--- config.mk ---
export PLATFORM = sky130hd
export DESIGN_NAME = if_fetch
export DESIGN_NICKNAME = d
export VERILOG_FILES = /design/src/rtl/if_fetch.sv
export SDC_FILE = /design/constraint.sdc
export NUM_CORES = 1
export LEC_CHECK = 0
export ABC_CLOCK_PERIOD_IN_PS = 2550
export CAP_MARGIN = 10
export CORE_MARGIN = 2
export CORE_UTILIZATION = 40
export DETAILED_ROUTE_END_ITERATION = 8
export GPL_TIMING_DRIVEN = 0
export HOLD_SLACK_MARGIN = 0.15
export PLACE_DENSITY = 0.66
export SYNTH_ARGS = -nofsm -noshare
export SYNTH_HDL_FRONTEND = slang
export SYNTH_SLANG_ARGS = --single-unit
--- constraint.sdc ---
create_clock -name clk -period 2.55 [get_ports clk]
set_input_delay 0.255 -clock clk [delete_from_list [all_inputs] [get_ports clk]]
set_output_delay 0.255 -clock clk [all_outputs]
set_load 0.01 [all_outputs]
--- src/rtl/if_fetch.sv ---
// Instruction-fetch front end feeding the IF/ID pipeline register.
//
// Each 32-bit instruction is read as four little-endian bytes over a byte-wide
// memory port with one cycle of read latency. A completed instruction is shown
// on if_pc/if_inst with if_valid. It stays there while stall_in is high.
// A redirect (jump_en) aborts any fetch in progress and restarts at jump_target.
//
// Ports:
//   clk          rising-edge clock
//   rst          synchronous reset, active-low
//   stall_in     downstream not accepting; hold the presented instruction
//   jump_en      redirect request (single-cycle pulse)
//   jump_target  redirect PC; bits [1:0] are ignored
//   mem_din      read byte for the address issued in the previous cycle
//   mem_a        byte address to memory
//   mem_rd       read strobe
//   if_pc        PC of the presented instruction (registered)
//   if_inst      presented instruction (registered)
//   if_valid     if_pc/if_inst valid this cycle
module if_fetch #(
  parameter logic [31:0] RESET_PC = 32'h0000_0000
) (
  input  logic        clk,
  input  logic        rst,
  input  logic        stall_in,
  input  logic        jump_en,
  input  logic [31:0] jump_target,
  input  logic [7:0]  mem_din,
  output logic [31:0] mem_a,
  output logic        mem_rd,
  output logic [31:0] if_pc,
  output logic [31:0] if_inst,
  output logic        if_valid
);

  typedef enum logic [2:0] {
    StI0,
    StI1,
    StI2,
    StI3,
    StC3,
    StOut
  } state_e;

  state_e      state_q, state_d;
  logic [31:0] pc_q, pc_d;
  logic [7:0]  b0_q, b0_d;
  logic [7:0]  b1_q, b1_d;
  logic [7:0]  b2_q, b2_d;
  logic [31:0] if_pc_q, if_pc_d;
  logic [31:0] if_inst_q, if_inst_d;

  // Ungated decode of the memory strobe, address and valid flag.
  logic        rd_raw;
  logic [31:0] a_raw;
  logic        valid_raw;

  // The low target bits are dropped on purpose; redirects are word aligned.
  logic unused_tgt;
  assign unused_tgt = ^jump_target[1:0];

  always_comb begin
    state_d   = state_q;
    pc_d      = pc_q;
    b0_d      = b0_q;
    b1_d      = b1_q;
    b2_d      = b2_q;
    if_pc_d   = if_pc_q;
    if_inst_d = if_inst_q;
    rd_raw    = 1'b0;
    a_raw     = pc_q;
    valid_raw = 1'b0;

    unique case (state_q)
      StI0: begin
        rd_raw  = 1'b1;
        a_raw   = pc_q;
        state_d = StI1;
      end
      StI1: begin
        rd_raw  = 1'b1;
        a_raw   = pc_q + 32'd1;
        b0_d    = mem_din;
        state_d = StI2;
      end
      StI2: begin
        rd_raw  = 1'b1;
        a_raw   = pc_q + 32'd2;
        b1_d    = mem_din;
        state_d = StI3;
      end
      StI3: begin
        rd_raw  = 1'b1;
        a_raw   = pc_q + 32'd3;
        b2_d    = mem_din;
        state_d = StC3;
      end
      StC3: begin
        // The last byte arrives this cycle, straight from mem_din.
        if_inst_d = {mem_din, b2_q, b1_q, b0_q};
        if_pc_d   = pc_q;
        state_d   = StOut;
      end
      StOut: begin
        valid_raw = 1'b1;
        if (!stall_in) begin
          pc_d    = pc_q + 32'd4;
          state_d = StI0;
        end
      end
      default: state_d = StI0;
    endcase

    // A redirect beats stall and the C3 capture. A read already issued this
    // cycle still goes out, and its data is ignored.
    if (jump_en) begin
      pc_d      = {jump_target[31:2], 2'b00};
      state_d   = StI0;
      if_pc_d   = if_pc_q;
      if_inst_d = if_inst_q;
    end
  end

  always_ff @(posedge clk) begin
    if (!rst) begin
      state_q   <= StI0;
      pc_q      <= RESET_PC;
      b0_q      <= 8'h00;
      b1_q      <= 8'h00;
      b2_q      <= 8'h00;
      if_pc_q   <= 32'h0;
      if_inst_q <= 32'h0;
    end else begin
      state_q   <= state_d;
      pc_q      <= pc_d;
      b0_q      <= b0_d;
      b1_q      <= b1_d;
      b2_q      <= b2_d;
      if_pc_q   <= if_pc_d;
      if_inst_q <= if_inst_d;
    end
  end

  // The memory-facing outputs and if_valid are forced quiet while reset is held.
  assign mem_rd   = rst & rd_raw;
  assign mem_a    = rst ? a_raw : 32'h0;
  assign if_valid = rst & valid_raw;
  assign if_pc    = if_pc_q;
  assign if_inst  = if_inst_q;

endmodule

* Yosys cells after proc, flatten, opt, wreduce, memory -nomap -nowiden *
Index checks and enable logic that the tools add are counted.

storage, ports and cells
  memory bits (read-only) = 0
  memories kept = 0
  memory bits (writable) = 0
  bits in latches = 0
  input bits = 44
  output and inout port bits = 98
  register bits = 123
  logic and storage cells = 40

operators by class
  $lt $le $gt $ge = 0
  bitwise operators = 5
  divide/modulo/power cells = 0
  eq/ne operators = 7
  reductions and logical operators = 7
  multipliers = 0
  add/sub/neg operators = 4
  muxes and demuxes = 9
  shift-type cells = 0

operators with widths
  operator                                       number
  2-to-1 mux 32 bit                              4
  case mux 32 bit (3 select lines)               1
  adder 32 x 2 -> 32 bit, second input constant  2
  adder 32 x 1 -> 32 bit, second input constant  1
  adder 32 x 3 -> 32 bit, second input constant  1
  case mux 3 bit (6 select lines)                1
  == test 3 x 2 -> 1 bit, second input constant  2
  == test 3 bit, second input constant           2
  AND reduction 2 bit                            3
  OR reduction 4 bit                             1
  == test 3 x 1 -> 1 bit, second input constant  1
  logical NOT 3 bit                              1
  2-to-1 mux 3 bit                               1
  NOT 1 bit                                      3
  AND 1 bit                                      2
  2-to-1 mux 1 bit                               2
  != test 2 x 1 -> 1 bit, second input constant  1
  != test 2 bit, second input constant           1
  nonzero test 2 bit                             1
  OR reduction 2 bit                             1

* Longest topological paths before layout *
Gate-level depths: netlist (run 1).

  word-level depth = 4
  depth in mapped cells = 6
  gate-level depth less buffers = 5

* Worst setup path after synthesis (run 1) *
No wires, ideal clock.

  path kind = register to register
  start point = register state_q[1]
  end point = register pc_q[15]
  data arrival time = 1.812 ns
  data required time = 2.476 ns
  setup slack = 0.664 ns
  clock period less this slack = 1.886 ns
  cell stages (with the launch flop) = 7
  library setup time = 0.074 ns
  path buffers = 2
  cells stage by stage = dfxtp_1 > buf_6 > nand4bb_4 > buf_6 > or4_4 > or4_1 > a31oi_1

between the ends
  longest elaborated chain between the ends = 3

ends and longest elaborated chain
  what                           line  RTL
  start: declaration             45    state_e state_q, state_d;
  start signal: assignment       126   state_q <= StI0;
  start signal: assignment       134   state_q <= state_d;
  == test 3 bit                  74    unique case (state_q)
  nonzero test 2 bit (no line)   n/a
  AND reduction 2 bit (no line)  n/a
  end signal: assignment         135   pc_q <= pc_d;
  end: declaration               46    logic [31:0] pc_q, pc_d;

No other way between the ends.
A chain may end at the register's enable or synchronous reset.

* Final worst setup path (run 1) *
  start point = input port rst
  end point = output port mem_a[30]

between the ends
  longest elaborated chain between the ends = 1

ends and longest elaborated chain
  what                line  RTL
  start: declaration  24    input logic rst,
  2-to-1 mux 32 bit   146   assign mem_a = rst ? a_raw : 32'h0;
  end: declaration    29    output logic [31:0] mem_a,

No other way between the ends.

==> flow_metrics.env, run 1 <==
export IMPL_post_place_ws_ns=-0.3331
export IMPL_grt_max_degree=20
export IMPL_timing_final_crit_period_ns=2.483
export IMPL_status="complete, no violations"
export IMPL_grt_usage=0.2298
export IMPL_gp_congestion=0.8565
export IMPL_numCtsBuffers=17
export IMPL_vias_per_cell=5.273
export IMPL_critPathLaunch="rst"
export IMPL_use_met2=0.3841
export IMPL_io_pins=142
export IMPL_cts_sinks=119
export IMPL_routed_wirelength_um=15870
export IMPL_fill_cells=1190
export IMPL_worst_path_max_fanout=19
export IMPL_start_util=0.4093
export IMPL_drt_pass1_iterations=5
export IMPL_worst_slack_ns=0.06678
export IMPL_fin_setup_tns_ns=0
export IMPL_cts_tree="yes"
export IMPL_power_total_w=0.004772
export IMPL_seq_area_frac_synth=0.4612
export IMPL_grt_pass1_wl_um=25630
export IMPL_use_met1=0.2742
export IMPL_first_iter_violations=327
export IMPL_hold_buffers=0
export IMPL_dieArea_um2=13840
export IMPL_wl_per_cell_um=16.21
export IMPL_synthFlopType="dfxtp_1"
export IMPL_dieHeight_um=117.6
export IMPL_worstHoldStart="jump_target[8]"
export IMPL_power_density_nw_per_um2=647.1
export IMPL_hold_viol_final=0
export IMPL_portBuffers=137
export IMPL_gr_max_usage_layer="met2"
export IMPL_required_ns=2.30
export IMPL_htree_levels=4
export IMPL_dieWidth_um=117.6
export IMPL_drt_drc_violations_left=0
export IMPL_worstPathArrival_ns=2.23
export IMPL_p_leak_nw=2.526
export IMPL_hpwl_um=11560
export IMPL_hp_class="input port to flop"
export IMPL_placementRows=41
export IMPL_coreArea_um2=12620
export IMPL_clk_latency_ns=0.42
export IMPL_ys_ff_latch=119
export IMPL_synth_cell_type_count=49
export IMPL_rsz0062_at_grt="no"
export IMPL_fin_crit_sh=0.9738
export IMPL_drv_cap=0
export IMPL_clock_path_buffers=2
export IMPL_async_reset_ff_frac=0
export IMPL_path_class="input port to output pin"
export IMPL_vias=5162
export IMPL_yosysWarnings=0
export IMPL_max_vdd_ir_drop_mv=0.4360
export IMPL_crit_path_end_kind="output pin"
export IMPL_grt_pass1_vias=5233
export IMPL_avgSynthCellArea_um2=8.083
export IMPL_slew_headroom=0.3097
export IMPL_drive_above_1_share=0.06691
export IMPL_dpl_cell_area_um2=6755
export IMPL_skew_ns=0.005507
export IMPL_synth_cells=639
export IMPL_root_buffer="clkbuf_16"
export IMPL_grt_antenna_before_repair=0
export IMPL_synth_edf_count=0
export IMPL_worst_pin_slew_ns=1.027
export IMPL_area_growth_pct=42.78
export IMPL_ant_nets=0
export IMPL_startpoint_type="input port"
export IMPL_max_freq_ghz=0.4027
export IMPL_syn_cell_area_um2=5165
export IMPL_clk_pin_slew_ns=0.05
export IMPL_maxSlewViolCount=0
export IMPL_grt_overflow=0
export IMPL_design_area_um2=7375
export IMPL_diodes=0
export IMPL_r2r_start="pc_q[11]"
export IMPL_r2r_slack_ns=0.30
export IMPL_setup_viol=0
export IMPL_nets=839
export IMPL_use_met3=0.07316
layer usage:
metal,part of all wire,vias to the layer above
li1,-,2517
met1,0.43,2444
met2,0.48,177
met3,0.069,24
met4,0.018,0
met5,0,-
what timing repair did:
item,CTS,global route
resized for setup,4,1
setup buffers,0,0
endpoints found under the setup margin,10,8
pin swaps,0,0
cells by family (layout without fill, tap and decap cells):
logic type	count (synthesis)	count (layout)	synth area share
simple gates	292	292	0.2701
compound gates	134	134	0.1529
flops	119	119	0.4612
buf+inv	58	225	0.04893
mux	25	25	0.04845
xor+xnor	9	9	0.01526
fa+ha+maj	1	1	0.002422
other cells	1	2	0.0007260
worst max-delay path: stages:
cell             delay (ns)
clkdlybuf4s50_1        0.57
clkinv_2               0.19
clkbuf_2               0.36
nor2_1                 0.26
clkdlybuf4s50_1        0.57
layout by cell type (no fill, tap or decap), types with 4 or more instances in the layout:
cell type        Yosys  layout
xor2_1               5       5
clkdlybuf4s50_1      0     137
inv_1                8       8
clkbuf_16            0      17
o21ai_0             28      28
nor2b_1              6       6
or4_1                6       6
a311oi_1            10      10
clkbuf_1            36      32
nor2_1              45      45
mux2i_1             25      25
buf_2                4       4
nand4_1              9       9
a31oi_1             11      11
nor3_1              10       8
nand3_1             15      15
nand2_1            143     143
a21oi_1             64      64
and2_1              28      28
nor4_1               5       5
xnor2_1              4       4
or3_1                9       9
a211oi_1             7       7
clkinvlp_4           0       4
dfxtp_1            119     119
registers in the layout, summed over array words and instances (netlist names):
name	cells
if_inst	32
b1_q	8
b2_q	8
b0_q	8
state_q	3
pc_q	30
if_pc	30
final timing paths:
kind | to | cells past startpoint
max | mem_a[30] | 5
min reg2reg | if_pc[10] | 2
max reg2reg | pc_q[29] | 4
min | pc_q[8] | 3
stage by stage:
step             util  cells  hold WS [ns]
2_1_floorplan       -    640        0.3910
3_3_place_gp   0.5353    949        0.4423
3_5_place_dp   0.5353    949        0.4458
4_1_cts        0.5843    980        0.4231
5_1_grt        0.5844    979        0.4487
6_report       0.5844    979        0.4262
cells in the mapped netlist, drive strengths merged (3+ instances only):
| master | count | area (um^2) |
|---|---|---|
| nor3 | 11 | 60.06 |
| or4 | 8 | 67.56 |
| clkbuf | 36 | 135.1 |
| nor2b | 6 | 37.54 |
| a21oi | 64 | 320.3 |
| buf | 12 | 80.07 |
| nand4 | 10 | 68.81 |
| o21ai | 28 | 140.1 |
| xnor2 | 4 | 35.03 |
| or3 | 9 | 56.30 |
| and2 | 28 | 175.2 |
| mux2i | 25 | 250.2 |
| a311oi | 10 | 87.58 |
| dfxtp | 119 | 2382 |
| and3 | 3 | 18.77 |
| nor4 | 6 | 43.79 |
| a211oi | 7 | 52.55 |
| nor2 | 45 | 168.9 |
| xor2 | 5 | 43.79 |
| a31oi | 11 | 68.82 |
| nand3 | 15 | 75.07 |
| nand2 | 143 | 536.8 |
| inv | 8 | 30.03 |
cell type report:
type	instances	area (um^2)	share of cell area
Buffer	46	210.2	0.02850
Clock buffer	18	439.2	0.05955
Clock inverter	14	173.9	0.02358
Inverter	10	38.79	0.005260
Multi-Input combinational cell	463	2544	0.3449
Sequential cell	119	2382	0.3230
Tap cell	172	215.2	0.02918
Timing Repair Buffer	137	1371	0.1860
report_power, final:
part	internal, W	switching, W	total (W)
sequential	0.00191	0.0000608	0.00197
clock	0.00157	0.000885	0.00245
combinational	0.000174	0.000181	0.000355
(Power assumes the default switching activity.)
==> run 2, diff against run 1 <==
CTS_BUF_LIST = sky130_fd_sc_hd__clkbuf_2   (was default)
TNS_END_PERCENT = 1   (was default)
==> run 2 against run 1 <==
Against the previous run:
- fmax rose by 0.12%
- non-clock buffer count rose by 26
- global-route usage rose by 0.12 points
- die area did not move
- critical path depth did not move
- clock skew rose by 0.020 ns
- wire length rose by 0.89%
- final area fell by 1.2%
- worst hold slack got worse by 0.20 ns
- critical path type unchanged
- highest routed layer unchanged
==> flow_metrics.env, run 2 (synthesis results as in run 1) <==
export IMPL_start_util=0.4093
export IMPL_grt_max_degree=20
export IMPL_rsz0062_at_grt="no"
export IMPL_worst_slack_ns=0.06981
export IMPL_portBuffers=137
export IMPL_slew_headroom=0.3423
export IMPL_grt_pass1_wl_um=25900
export IMPL_hpwl_um=11560
export IMPL_drv_cap=0
export IMPL_combPwrFrac=0.106
export IMPL_skew_ns=0.02514
export IMPL_clk_latency_ns=0.70
export IMPL_status="complete, no violations"
export IMPL_finalNonFillerCells=1005
export IMPL_fill_cells=1206
export IMPL_grt_overflow=0
export IMPL_max_vdd_ir_drop_mv=0.3096
export IMPL_required_ns=2.30
export IMPL_crit_path_end_kind="output pin"
export IMPL_first_iter_violations=286
export IMPL_area_growth_pct=41.04
export IMPL_grt_pass1_vias=5356
export IMPL_io_pins=142
export IMPL_setup_viol=0
export IMPL_routed_wirelength_um=16010
export IMPL_max_freq_ghz=0.4032
export IMPL_dp_cells=949
export IMPL_maxSlewViolCount=0
export IMPL_drt_pass1_iterations=5
export IMPL_path_class="input port to output pin"
export IMPL_dieWidth_um=117.6
export IMPL_seq_power_share=0.538
export IMPL_cts_sinks=119
export IMPL_hold_viol_final=0
export IMPL_power_internal_w=0.002655
export IMPL_final_common_cell="nand2_1"
export IMPL_hold_worst_slack_ns=0.2228
export IMPL_startpoint_type="input port"
export IMPL_root_buffer="clkbuf_2"
export IMPL_power_density_nw_per_um2=502.2
export IMPL_placementRows=41
export IMPL_dieArea_um2=13840
export IMPL_timing_final_crit_period_ns=2.480
export IMPL_post_place_ws_ns=-0.3331
export IMPL_post_cts_buffers=0
export IMPL_wl_per_cell_um=15.93
export IMPL_vias_per_cell=5.246
export IMPL_worst_pin_slew_ns=0.9784
export IMPL_worst_path_max_fanout=19
export IMPL_nets=865
export IMPL_hp_class="input port to flop"
export IMPL_drive_above_1_share=0.06603
export IMPL_clk_pin_slew_ns=0.18
export IMPL_diodes=0
export IMPL_clockPowerShare=0.356
export IMPL_gp_congestion=0.8565
export IMPL_dieHeight_um=117.6
export IMPL_grt_usage=0.2310
export IMPL_fin_crit_sh=0.9726
export IMPL_worstPathArrival_ns=2.23
export IMPL_p_switching_w=0.001003
export IMPL_coreArea_um2=12620
export IMPL_htree_levels=4
export IMPL_switching_share=0.2743
export IMPL_cts_tree="yes"
export IMPL_numCtsBuffers=17
export IMPL_r2r_slack_ns=0.29
export IMPL_drt_drc_violations_left=0
export IMPL_mostFrequentLayoutCells="143 x nand2_1, 136 x clkdlybuf4s50_1, 118 x dfxtp_1, 64 x a21oi_1, 45 x nor2_1"
export IMPL_vias=5272
export IMPL_clock_path_buffers=2
export IMPL_ant_nets=0
export IMPL_fin_setup_tns_ns=0
export IMPL_grt_antenna_before_repair=0
export IMPL_utilization=0.5772
export IMPL_p_leak_nw=2.496
export IMPL_largest_reg_flops=32
==> run 2: final timing paths <==
kind,startpoint,endpoint,depth (start not counted)
max,rst,mem_a[30],5
min,mem_din[5],if_inst[29],3
max reg2reg,pc_q[11],pc_q[29],4
min reg2reg,b0_q[5],if_inst[5],2
==> run 2: area by class of cell <==
cell class / count / area [um^2] / share of cell area
flip-flops and latches: 119 / 2384 / 0.3272
repair buffers: 163 / 1628 / 0.2235
well taps: 172 / 215.2 / 0.02954
multi-input cells: 463 / 2544 / 0.3492
inverters: 10 / 38.79 / 0.005325
clock buffers: 17 / 85.08 / 0.01168
clock inverters: 15 / 177.7 / 0.02439
plain buffers: 46 / 212.7 / 0.02920
==> run 2: power by group through the flow <==
stage	registers [W]	logic [W]	clock network, W
finish	0.00197	0.000388	0.00130
detailed placement	0.00201	0.000351	0
global placement	0.00200	0.000347	0
CTS	0.00197	0.000385	0.00134
global route	0.00198	0.000421	0.00141
floorplan	0.00198	0.000181	0
==> run 2: worst max-delay path, stage by stage <==
cell,delay (ns)
clkdlybuf4s50_1,0.57
clkinv_2,0.19
clkbuf_2,0.36
nor2_1,0.26
clkdlybuf4s50_1,0.57
==> run 2: stage by stage <==
stage          total power (W)  instance area (um^2)
3_3_place_gp          0.002350                  6755
4_1_cts               0.003688                  7273
6_report              0.003658                  7284
2_1_floorplan         0.002162                  5169
3_5_place_dp          0.002357                  6755
5_1_grt               0.003810                  7284
==> run 2: repair_timing <==
item | 4_1_cts | 5_1_grt
hold endpoints to repair | 25 | 0
hold buffers | 25 | 0
resized for setup | 6 | 2
setup endpoints to repair | 10 | 8
pin swaps | 0 | 0
==> run 2: layer usage <==
| layer | vias up | global-route usage | share of wire |
|---|---|---|---|
| met3 | 42 | 0.06541 | 0.068 |
| met1 | 2465 | 0.2757 | 0.43 |
| met5 | - | 0 | 0 |
| met2 | 198 | 0.3826 | 0.48 |
| li1 | 2567 | - | - |
| met4 | 0 | 0.1099 | 0.026 |
==> run 3, diff against run 2 <==
ABC_CLOCK_PERIOD_IN_PS = default   (was 2550)
MAX_ROUTING_LAYER = met4   (was default)
==> run 3 against run 2 <==
Against the previous run:
- clock power is essentially flat
- register-to-register slack worse by 0.03 ns
- die area is the same
- sequential power hardly changed
- fmax is 1.2% lower
- final area fell by 0.48%
- total power down 0.93%
- utilization shrank 0.28 points
==> flow_metrics.env, run 3 (synthesis results as in run 1) <==
export IMPL_routed_wirelength_um=15940
export IMPL_worst_path_max_fanout=10
export IMPL_utilization=0.5745
export IMPL_skew_ns=0.03120
export IMPL_grt_antenna_before_repair=0
export IMPL_critical_path_slowest_cell="clkdlybuf4s50_1"
export IMPL_slew_headroom=0.3473
export IMPL_dieArea_um2=13840
export IMPL_nets=863
export IMPL_required_ns=2.30
export IMPL_finalNonFillerCells=1003
export IMPL_fin_crit_sh=0.9847
export IMPL_maxSlewViolCount=0
export IMPL_root_buffer="clkbuf_2"
export IMPL_drv_cap=0
export IMPL_placementRows=41
export IMPL_dieWidth_um=117.6
export IMPL_cts_tree="yes"
export IMPL_largest_reg_flops=32
export IMPL_numCtsBuffers=17
export IMPL_crit_path_end_kind="output pin"
export IMPL_vias_per_cell=5.179
export IMPL_gp_congestion=0.8826
export IMPL_startpoint_type="input port"
export IMPL_worstPathArrival_ns=2.26
export IMPL_status="complete, no violations"
export IMPL_post_cts_buffers=0
export IMPL_rsz0062_at_grt="no"
export IMPL_path_cells="clkdlybuf4s50_1 > clkinv_2 > buf_2 > clkbuf_4 > nor2_1 > clkdlybuf4s50_1"
export IMPL_drt_pass1_iterations=7
export IMPL_mostFrequentLayoutCells="143 x nand2_1, 137 x clkdlybuf4s50_1, 118 x dfxtp_1, 64 x a21oi_1, 45 x nor2_1"
export IMPL_cp_common_cell="clkdlybuf4s50_1"
export IMPL_p_leak_nw=2.478
export IMPL_setup_viol=0
export IMPL_timing_final_crit_period_ns=2.511
export IMPL_diodes=0
export IMPL_hold_viol_final=0
export IMPL_vias=5195
export IMPL_grt_overflow=0
export IMPL_grt_max_degree=17
export IMPL_final_common_cell="nand2_1"
export IMPL_area_growth_pct=40.36
export IMPL_clk_latency_ns=0.71
export IMPL_power_density_nw_per_um2=499.9
export IMPL_slowest_delay_ns=0.58
export IMPL_first_iter_violations=396
export IMPL_portBuffers=137
export IMPL_cts_sinks=119
export IMPL_drive_above_1_share=0.06619
export IMPL_hpwl_um=11440
export IMPL_grt_pass1_vias=5219
export IMPL_hp_class="input port to flop"
export IMPL_ant_nets=0
export IMPL_clock_path_buffers=2
export IMPL_max_freq_ghz=0.3983
export IMPL_worst_pin_slew_ns=0.9710
export IMPL_wl_per_cell_um=15.90
export IMPL_grt_usage=0.2389
export IMPL_htree_levels=4
export IMPL_clk_pin_slew_ns=0.17
export IMPL_dp_cells=949
export IMPL_grt_pass1_wl_um=25810
export IMPL_drt_drc_violations_left=0
export IMPL_max_vdd_ir_drop_mv=0.3488
export IMPL_dieHeight_um=117.6
export IMPL_coreArea_um2=12620
export IMPL_path_class="input port to output pin"
export IMPL_start_util=0.4093
export IMPL_io_pins=142
[run 3: cell types whose count changed in the layout (fill, tap and decap cells not counted), moves of 2 or more]
| cell | change |
|---|---|
| clkbuf_4 | +2 |
| clkinv_1 | +2 |
| dlygate4sd3_1 | -4 |
| inv_6 | -2 |
[run 3: final timing paths]
| path | start | endpoint | slack, ns | cells after the start |
|---|---|---|---|---|
| worst max-delay path | rst | mem_a[30] | 0.04 | 6 |
| worst min-delay path | jump_target[14] | pc_q[14] | 0.20 | 3 |
| worst max register to register | pc_q[11] | pc_q[29] | 0.26 | 4 |
| worst min register to register | if_pc[12] | if_pc[12] | 0.46 | 2 |
[run 3: through the flow]
stage	area [um^2]	power (W)	hold WS (ns)	setup TNS, ns	setup WS [ns]
after global routing	7249	0.003778	0.1556	0	0.004578
after CTS	7222	0.003647	0.1523	0	0.01651
final	7249	0.003624	0.2019	0	0.03912
after global placement	6755	0.002351	0.4414	-1.763	-0.3334
after floorplan	5169	0.002162	0.3910	0	0.6643
after detailed placement	6755	0.002356	0.4462	-3.366	-0.3637
[run 3: timing repair]
action | 4_1_cts | 5_1_grt
pin swaps | 0 | 0
hold buffers | 20 | 1
endpoints found under the hold margin | 20 | 1
endpoints found under the setup margin | 8 | 8
resized for setup | 7 | 7
[run 3: power by group]
group	switching (W)	internal (W)	total [W]
clock	0.000733	0.000538	0.00127
combinational	0.000189	0.000197	0.000386
sequential	0.0000605	0.00191	0.00197
[run 3: cell type report]
cell class | instances | area (um^2)
clock inverter | 14 | 158.9
tap | 172 | 215.2
multi-input combinational | 463 | 2550
buffer | 48 | 226.5
sequential | 119 | 2384
timing repair buffer | 159 | 1587
clock buffer | 18 | 90.09
inverter | 10 | 38.79
fill | 1211 | 5370
[run 3: per-layer routing]
metal	routed length (um)	track usage	part of all wire
met4	382	0.1039	0.024
met3	1193	0.07316	0.075
met1	7018	0.2894	0.44
met5	0	-	0
met2	7349	0.3677	0.46
[run 3: critical path: cells and delay by family]
kind | cells | cell delay [ns]
AND/OR/NAND/NOR | 1 | 0.16
buffers and inverters | 5 | 1.83
